### src/rtl/dffram_rr_ctrl.sv
// dffram_rr_ctrl
// Two-requester round-robin arbiter and sequencer for one single-port
// DFFRAM256x32-style macro. At most one command per cycle is accepted from
// either requester. The macro pins are driven from registers. Read data is
// returned to the originating requester with a fixed latency.
//
// Ports
//   CLK, RST              clock (posedge) and asynchronous active-high reset
//   Rx_REQ                requester x command valid
//   Rx_WE                 requester x byte write mask (all zero = read)
//   Rx_A                  requester x word address
//   Rx_DI                 requester x write data
//   Rx_ACK                command accepted this cycle (combinational)
//   Rx_RVALID             read data for requester x valid on RDATA
//   RDATA                 shared read-data return, straight from Do0
//   EN0, WE0, A0, Di0     registered macro controls
//   Do0                   macro read data
module dffram_rr_ctrl #(
  parameter int AW     = 8,
  parameter int WSIZE  = 4,
  parameter int RD_LAT = 1
) (
  input  logic                 CLK,
  input  logic                 RST,
  input  logic                 R0_REQ,
  input  logic [WSIZE-1:0]     R0_WE,
  input  logic [AW-1:0]        R0_A,
  input  logic [WSIZE*8-1:0]   R0_DI,
  output logic                 R0_ACK,
  output logic                 R0_RVALID,
  input  logic                 R1_REQ,
  input  logic [WSIZE-1:0]     R1_WE,
  input  logic [AW-1:0]        R1_A,
  input  logic [WSIZE*8-1:0]   R1_DI,
  output logic                 R1_ACK,
  output logic                 R1_RVALID,
  output logic [WSIZE*8-1:0]   RDATA,
  output logic                 EN0,
  output logic [WSIZE-1:0]     WE0,
  output logic [AW-1:0]        A0,
  output logic [WSIZE*8-1:0]   Di0,
  input  logic [WSIZE*8-1:0]   Do0
);

  localparam int DW = WSIZE * 8;

  logic             w_gnt0;
  logic             w_gnt1;
  logic             w_gnt_any;
  logic             w_gnt_rd;
  logic [WSIZE-1:0] w_gnt_we;
  logic [AW-1:0]    w_gnt_a;
  logic [DW-1:0]    w_gnt_di;

  // r_ptr: 0 favours requester 0 under contention, 1 favours requester 1
  logic             r_ptr;

  // Read tag pipeline: index 0 is loaded at the accepting edge, index
  // RD_LAT lines up with the cycle in which the macro presents Do0.
  logic [RD_LAT:0]  r_tag_v;
  logic [RD_LAT:0]  r_tag_id;

  // Arbitration: a lone requester wins; on contention the pointer decides.
  always_comb begin
    w_gnt0 = 1'b0;
    w_gnt1 = 1'b0;
    if (R0_REQ && R1_REQ) begin
      w_gnt0 = ~r_ptr;
      w_gnt1 = r_ptr;
    end else if (R0_REQ) begin
      w_gnt0 = 1'b1;
    end else if (R1_REQ) begin
      w_gnt1 = 1'b1;
    end else begin
      w_gnt0 = 1'b0;
      w_gnt1 = 1'b0;
    end
  end

  assign w_gnt_any = w_gnt0 | w_gnt1;

  // ACK must never be seen during reset, since nothing would be captured.
  assign R0_ACK = w_gnt0 & ~RST;
  assign R1_ACK = w_gnt1 & ~RST;

  // Command mux: pick the granted requester's fields.
  always_comb begin
    w_gnt_we = R0_WE;
    w_gnt_a  = R0_A;
    w_gnt_di = R0_DI;
    if (w_gnt1) begin
      w_gnt_we = R1_WE;
      w_gnt_a  = R1_A;
      w_gnt_di = R1_DI;
    end else begin
      w_gnt_we = R0_WE;
      w_gnt_a  = R0_A;
      w_gnt_di = R0_DI;
    end
  end

  assign w_gnt_rd = (w_gnt_we == {WSIZE{1'b0}});

  // Macro command registers; A0/Di0 hold when idle to avoid needless toggling.
  always_ff @(posedge CLK or posedge RST) begin
    if (RST) begin
      EN0 <= 1'b0;
      WE0 <= {WSIZE{1'b0}};
      A0  <= {AW{1'b0}};
      Di0 <= {DW{1'b0}};
    end else if (w_gnt_any) begin
      EN0 <= 1'b1;
      WE0 <= w_gnt_we;
      A0  <= w_gnt_a;
      Di0 <= w_gnt_di;
    end else begin
      EN0 <= 1'b0;
      WE0 <= {WSIZE{1'b0}};
    end
  end

  // Round-robin pointer: after a grant, favour the requester not just served.
  always_ff @(posedge CLK or posedge RST) begin
    if (RST) begin
      r_ptr <= 1'b0;
    end else if (w_gnt_any) begin
      r_ptr <= w_gnt0;
    end else begin
      r_ptr <= r_ptr;
    end
  end

  // Read tag shift register; advances every cycle so reads never stall.
  always_ff @(posedge CLK or posedge RST) begin
    if (RST) begin
      r_tag_v  <= {(RD_LAT + 1){1'b0}};
      r_tag_id <= {(RD_LAT + 1){1'b0}};
    end else begin
      r_tag_v[0]  <= w_gnt_any & w_gnt_rd;
      r_tag_id[0] <= w_gnt1;
      for (int i = 1; i <= RD_LAT; i++) begin
        r_tag_v[i]  <= r_tag_v[i-1];
        r_tag_id[i] <= r_tag_id[i-1];
      end
    end
  end

  // Return path: the last tag stage is a register, so RVALID is glitch-free.
  assign R0_RVALID = r_tag_v[RD_LAT] & ~r_tag_id[RD_LAT];
  assign R1_RVALID = r_tag_v[RD_LAT] &  r_tag_id[RD_LAT];
  assign RDATA     = Do0;

endmodule

### config.mk
export PLATFORM = sky130hd
export DESIGN_NAME = dffram_rr_ctrl
export DESIGN_NICKNAME = d
export VERILOG_FILES = /design/src/rtl/dffram_rr_ctrl.sv
export SDC_FILE = /design/constraint.sdc
export NUM_CORES = 1
export LEC_CHECK = 0
export CORE_AREA = 4 4 92 94
export CTS_BUF_LIST = sky130_fd_sc_hd__clkbuf_8 sky130_fd_sc_hd__clkbuf_16
export DETAILED_ROUTE_END_ITERATION = 8
export DIE_AREA = 0 0 96 98
export GPL_TIMING_DRIVEN = 0
export HOLD_SLACK_MARGIN = 0.12
export PLACE_DENSITY = 0.85
export SLEW_MARGIN = 20
export SYNTH_ARGS = -nofsm -noshare
export SYNTH_HDL_FRONTEND = slang
export SYNTH_SLANG_ARGS = --single-unit
### constraint.sdc
create_clock -name CLK -period 2.5 [get_ports CLK]
set_input_delay 0.5 -clock CLK [delete_from_list [all_inputs] [get_ports CLK]]
set_output_delay 0.5 -clock CLK [all_outputs]
set_load 0.03 [all_outputs]
==> results.md <==
- The hold violation count in the final report is 0.
- Together, buffers and inverters on the worst path number 4.
- The number of port buffers is 171.
- For this run, the leading register cell type out of synthesis is dfrtp_1.
- The number of cells in the design after placement is around 600.
- The final antenna-violating net count is 0.
- The signal on the critical path passes through clkdlybuf4s50_1 > buf_4 > buf_4 > nand2_1 > nor2_1 > clkbuf_2.
- The cell area after synthesis is 2760 µm².
- Counting flops and latches in the post-synthesis netlist gives 50.
- Counting cells, the worst reg-to-reg path comes to 6.
- The post-layout instance area is 4720 µm².
- After detailed placement, the total cell area comes to around 4600 µm².
- For the worst setup path, the data required time is about 2 ns.
- The capture point of the critical path is R0_ACK.
- The maximum number of buffers from clock root to sink is 2.
- The post-route clock period utilization is 90.6%.
- The smallest clock period supported by the final layout is computed as 2.27 ns.
- The hold buffer count at CTS is 0.
- The min-delay analysis places its worst path in the category reg -> reg.
- For this design, the sink count on the clock tree is 50.
- The synthesized net count is 453.
- The global routing usage summed across all routing layers is 19.3%.
- The number of pins exceeding their max-slew limit in the final report was 0.
- The worst vdd rail ir drop is 0.281 mV.
- After floorplanning, the core was divided into 32 placement rows.
- Headroom to the max-slew limit came out at 67.7%.
- The clock tree synthesis step divided the H-tree into 2 levels.
- The clock buffer count from CTS is 5.
- The initial antenna violation count is 0.
- The post-detailed-route wirelength per cell is 15.2 µm.
- Of all cell types, the one taking the most synthesized area is dfrtp_1.
- The least setup slack across all paths after layout is 0.235 ns.
- For this run, asynchronously set or reset flops after synthesis account for 100%.
- The commonest cells after synthesis are a21oi_1 (81), dfrtp_1 (50), nand2_1 (44).
- Summed over all failing endpoints, the final setup total negative slack is 0 ns.
- The startpoint class of the critical path is a primary input.
- Summed over its instances, the top area cell type makes up 45.3% of the synthesized netlist area.
- The area of the placeable core is between 7000 and 8000 µm².
- The die is between 90 and 100 µm tall.
- Synthesis instantiated 20 different standard cells from the library.
- The critical path capture point type is an output port.
- The detailed router finished its first iteration with 85 violations.
- The clock-pin slew of the registers on the worst-case setup and hold paths is about 0.09 ns.
- The worst register-to-register path begins at r_ptr$_DFFE_PP0P_.
- Once the clock tree was built, the setup fixing pass inserted 0 buffers.
- The wire length of the first global-routing pass is 14,500 µm.
- The endpoint identified for the worst register-to-register timing path is Di0[12]$_DFFE_PP0P_.
- The run finished with clean final reports.
- Synthesis produced 329 cells.
- The maximum operating frequency is 0.441 GHz.
- The max-cap violation count is 0.
- Pin placement for this block handled 205 I/O pins.
- After the flow finishes, the layout carries non-filler instances totaling 611.
- The overall via count from detail_route is 2,972.
- The critical path data arrival time is roughly 1.8 ns.
- The family with the most delay on the worst path is buffers and inverters.
- Cells fill 61.7% of the core in the end.
- On the worst path, the slowest cell contributes a delay of around 0.52 ns.
- The ratio of cells with drive above 1 in the final layout is roughly 12%.
- Of the synthesized area, sequential elements account for between 40% and 50%.
- The total overflow reported by the global router is 0.
- The worst-path maximum fanout is 10.
- By startpoint and endpoint, the worst setup path is classified as in -> out.
- The post-route clock skew is around 0.0034 ns.
- The tree is rooted in a clkbuf_8.
- Compared with the post-synthesis result, the final layout area differs by 70.9%.
- The clock latency on the worst-skew pair is 0.30 ns.
- The repair_antennas step left the layout with diodes totalling 0.
- The final setup violation count is 0.
- The register-to-register setup slack is 1.10 ns.
- In the routed layout, each cell is associated on average with a via count of 4.86.
- The slew at the pin closest to its max-slew limit is 0.485 ns.
- Hold is met by 0.357 ns.
- The final layout contains roughly 630 nets.
- Routability-driven placement finished with a final weighted congestion of between 0.7 and 0.8.
- The total power after layout is ~2.5 mW.
- The number of filler instances in the final layout is ~680.
- The final routed wirelength across all metal layers is 9310 µm.
- The detailed placer's ending HPWL is 7380 µm.
- The pre-antenna-repair detailed-routing pass consisted of 4 iterations.
- The most common cell type on the critical path is buf_4.
- The average instance in the mapped netlist occupies 8.39 µm².
- The total leakage power is between 1.5 and 2 nW.
- After synthesis, the cell types taking the most area are dfrtp_1 (45%), a21oi_1 (15%), buf_4 (10%).
- The pin count of the biggest net entering global routing is 33.
- The CTS tree is yes.
- Setup repair after global routing left no endpoint under its margin.
- The power density over cell area is 528 nW/µm².
- The full die area is about 9400 µm².
- The most critical setup path has its startpoint at R0_REQ.
- During synthesis, Yosys emitted a total of 0 warnings.
- In this run the number of cells on the critical path is 6.
- The cell with the largest stage delay on the worst path is clkdlybuf4s50_1.
- The x dimension of the die is 96 µm.
- After detailed routing, the number of remaining DRC violations is 0.
- Before CTS, the worst setup slack after placement is -0.250 ns.
- The starting utilization of the core area is between 30 and 40%.
- a21oi_1 is the most common cell in the netlist.
- The count of flip-flops with a built-in enable after synthesis is 0.
- The number of global-route vias before repair is 3,159.
-- how the worst min path moves through the flow --
stage	cells after the start	slack, ns	start	end
after floorplan	0	0.33	r_tag_id[0]$_DFF_PP0_	r_tag_id[1]$_DFF_PP0_
after global placement	0	0.33	r_tag_v[0]$_DFF_PP0_	r_tag_v[1]$_DFF_PP0_
after detailed placement	0	0.34	r_tag_v[0]$_DFF_PP0_	r_tag_v[1]$_DFF_PP0_
after CTS	0	0.36	r_tag_v[0]$_DFF_PP0_	r_tag_v[1]$_DFF_PP0_
after global routing	0	0.37	r_tag_v[0]$_DFF_PP0_	r_tag_v[1]$_DFF_PP0_
final	0	0.36	r_tag_v[0]$_DFF_PP0_	r_tag_v[1]$_DFF_PP0_
-- final cells by class --
type	instances	area [µm²]	area share (%)
repair buffers	172	1730	36.6
flip-flops and latches	50	1250	26.5
multi-input cells	221	1130	24.0
plain buffers	54	362	7.66
well taps	102	128	2.70
clock buffers	7	96.3	2.04
inverters	4	17.5	0.371
clock inverters	1	8.76	0.186
-- state kept, by name, indices dropped and copies added, names as in the netlist --
register / cells
Di0: 32
A0: 8
WE0: 4
r_tag_id: 2
r_tag_v: 2
EN0: 1
r_ptr: 1
-- cell usage in the layout (no fill, tap or decap), drive strengths merged --
cell | Yosys | routed
nand2 | 45 | 45
and2 | 1 | 1
o21ai | 41 | 41
o22ai | 1 | 1
inv | 4 | 4
mux2i | 3 | 3
and4 | 1 | 1
buf | 48 | 49
nor2b | 1 | 1
dlygate4sd2 | 0 | 1
nor2 | 6 | 6
clkdlybuf4s50 | 0 | 169
dfrtp | 50 | 50
nand2b | 41 | 41
a21oi | 81 | 81
clkbuf | 6 | 14
clkinv | 0 | 1
-- where the power goes --
group | internal [mW] | total, mW | leakage (nW) | switching, mW
Combinational | 0.474 | 1.01 | 1.33 | 0.533
Clock | 0.254 | 0.527 | 0.0544 | 0.272
Sequential | 0.905 | 0.960 | 0.602 | 0.0545
-- logic make-up after synthesis --
logic type | share of synthesized area (%)
and+or+nand+nor | 17.5
DFF | 45.3
AOI/OAI and AO/OA | 22.3
muxes | 1.09
buffers and inverters | 13.7
-- what timing repair did --
action | CTS | global route
gates resized for setup | 2 | 2
gates cloned | 0 | 0
endpoints found under the setup margin | 2 | 1
-- routing by layer --
metal / global-route usage [%] / up-vias / wire length [µm]
li1: - / 1425 / -
met1: 20.4 / 1392 / 3440
met2: 35.5 / 141 / 4790
met3: 6.24 / 14 / 924
met4: 6.24 / 0 / 154
met5: 0 / - / 0
Power figures use the tool's default switching activity.
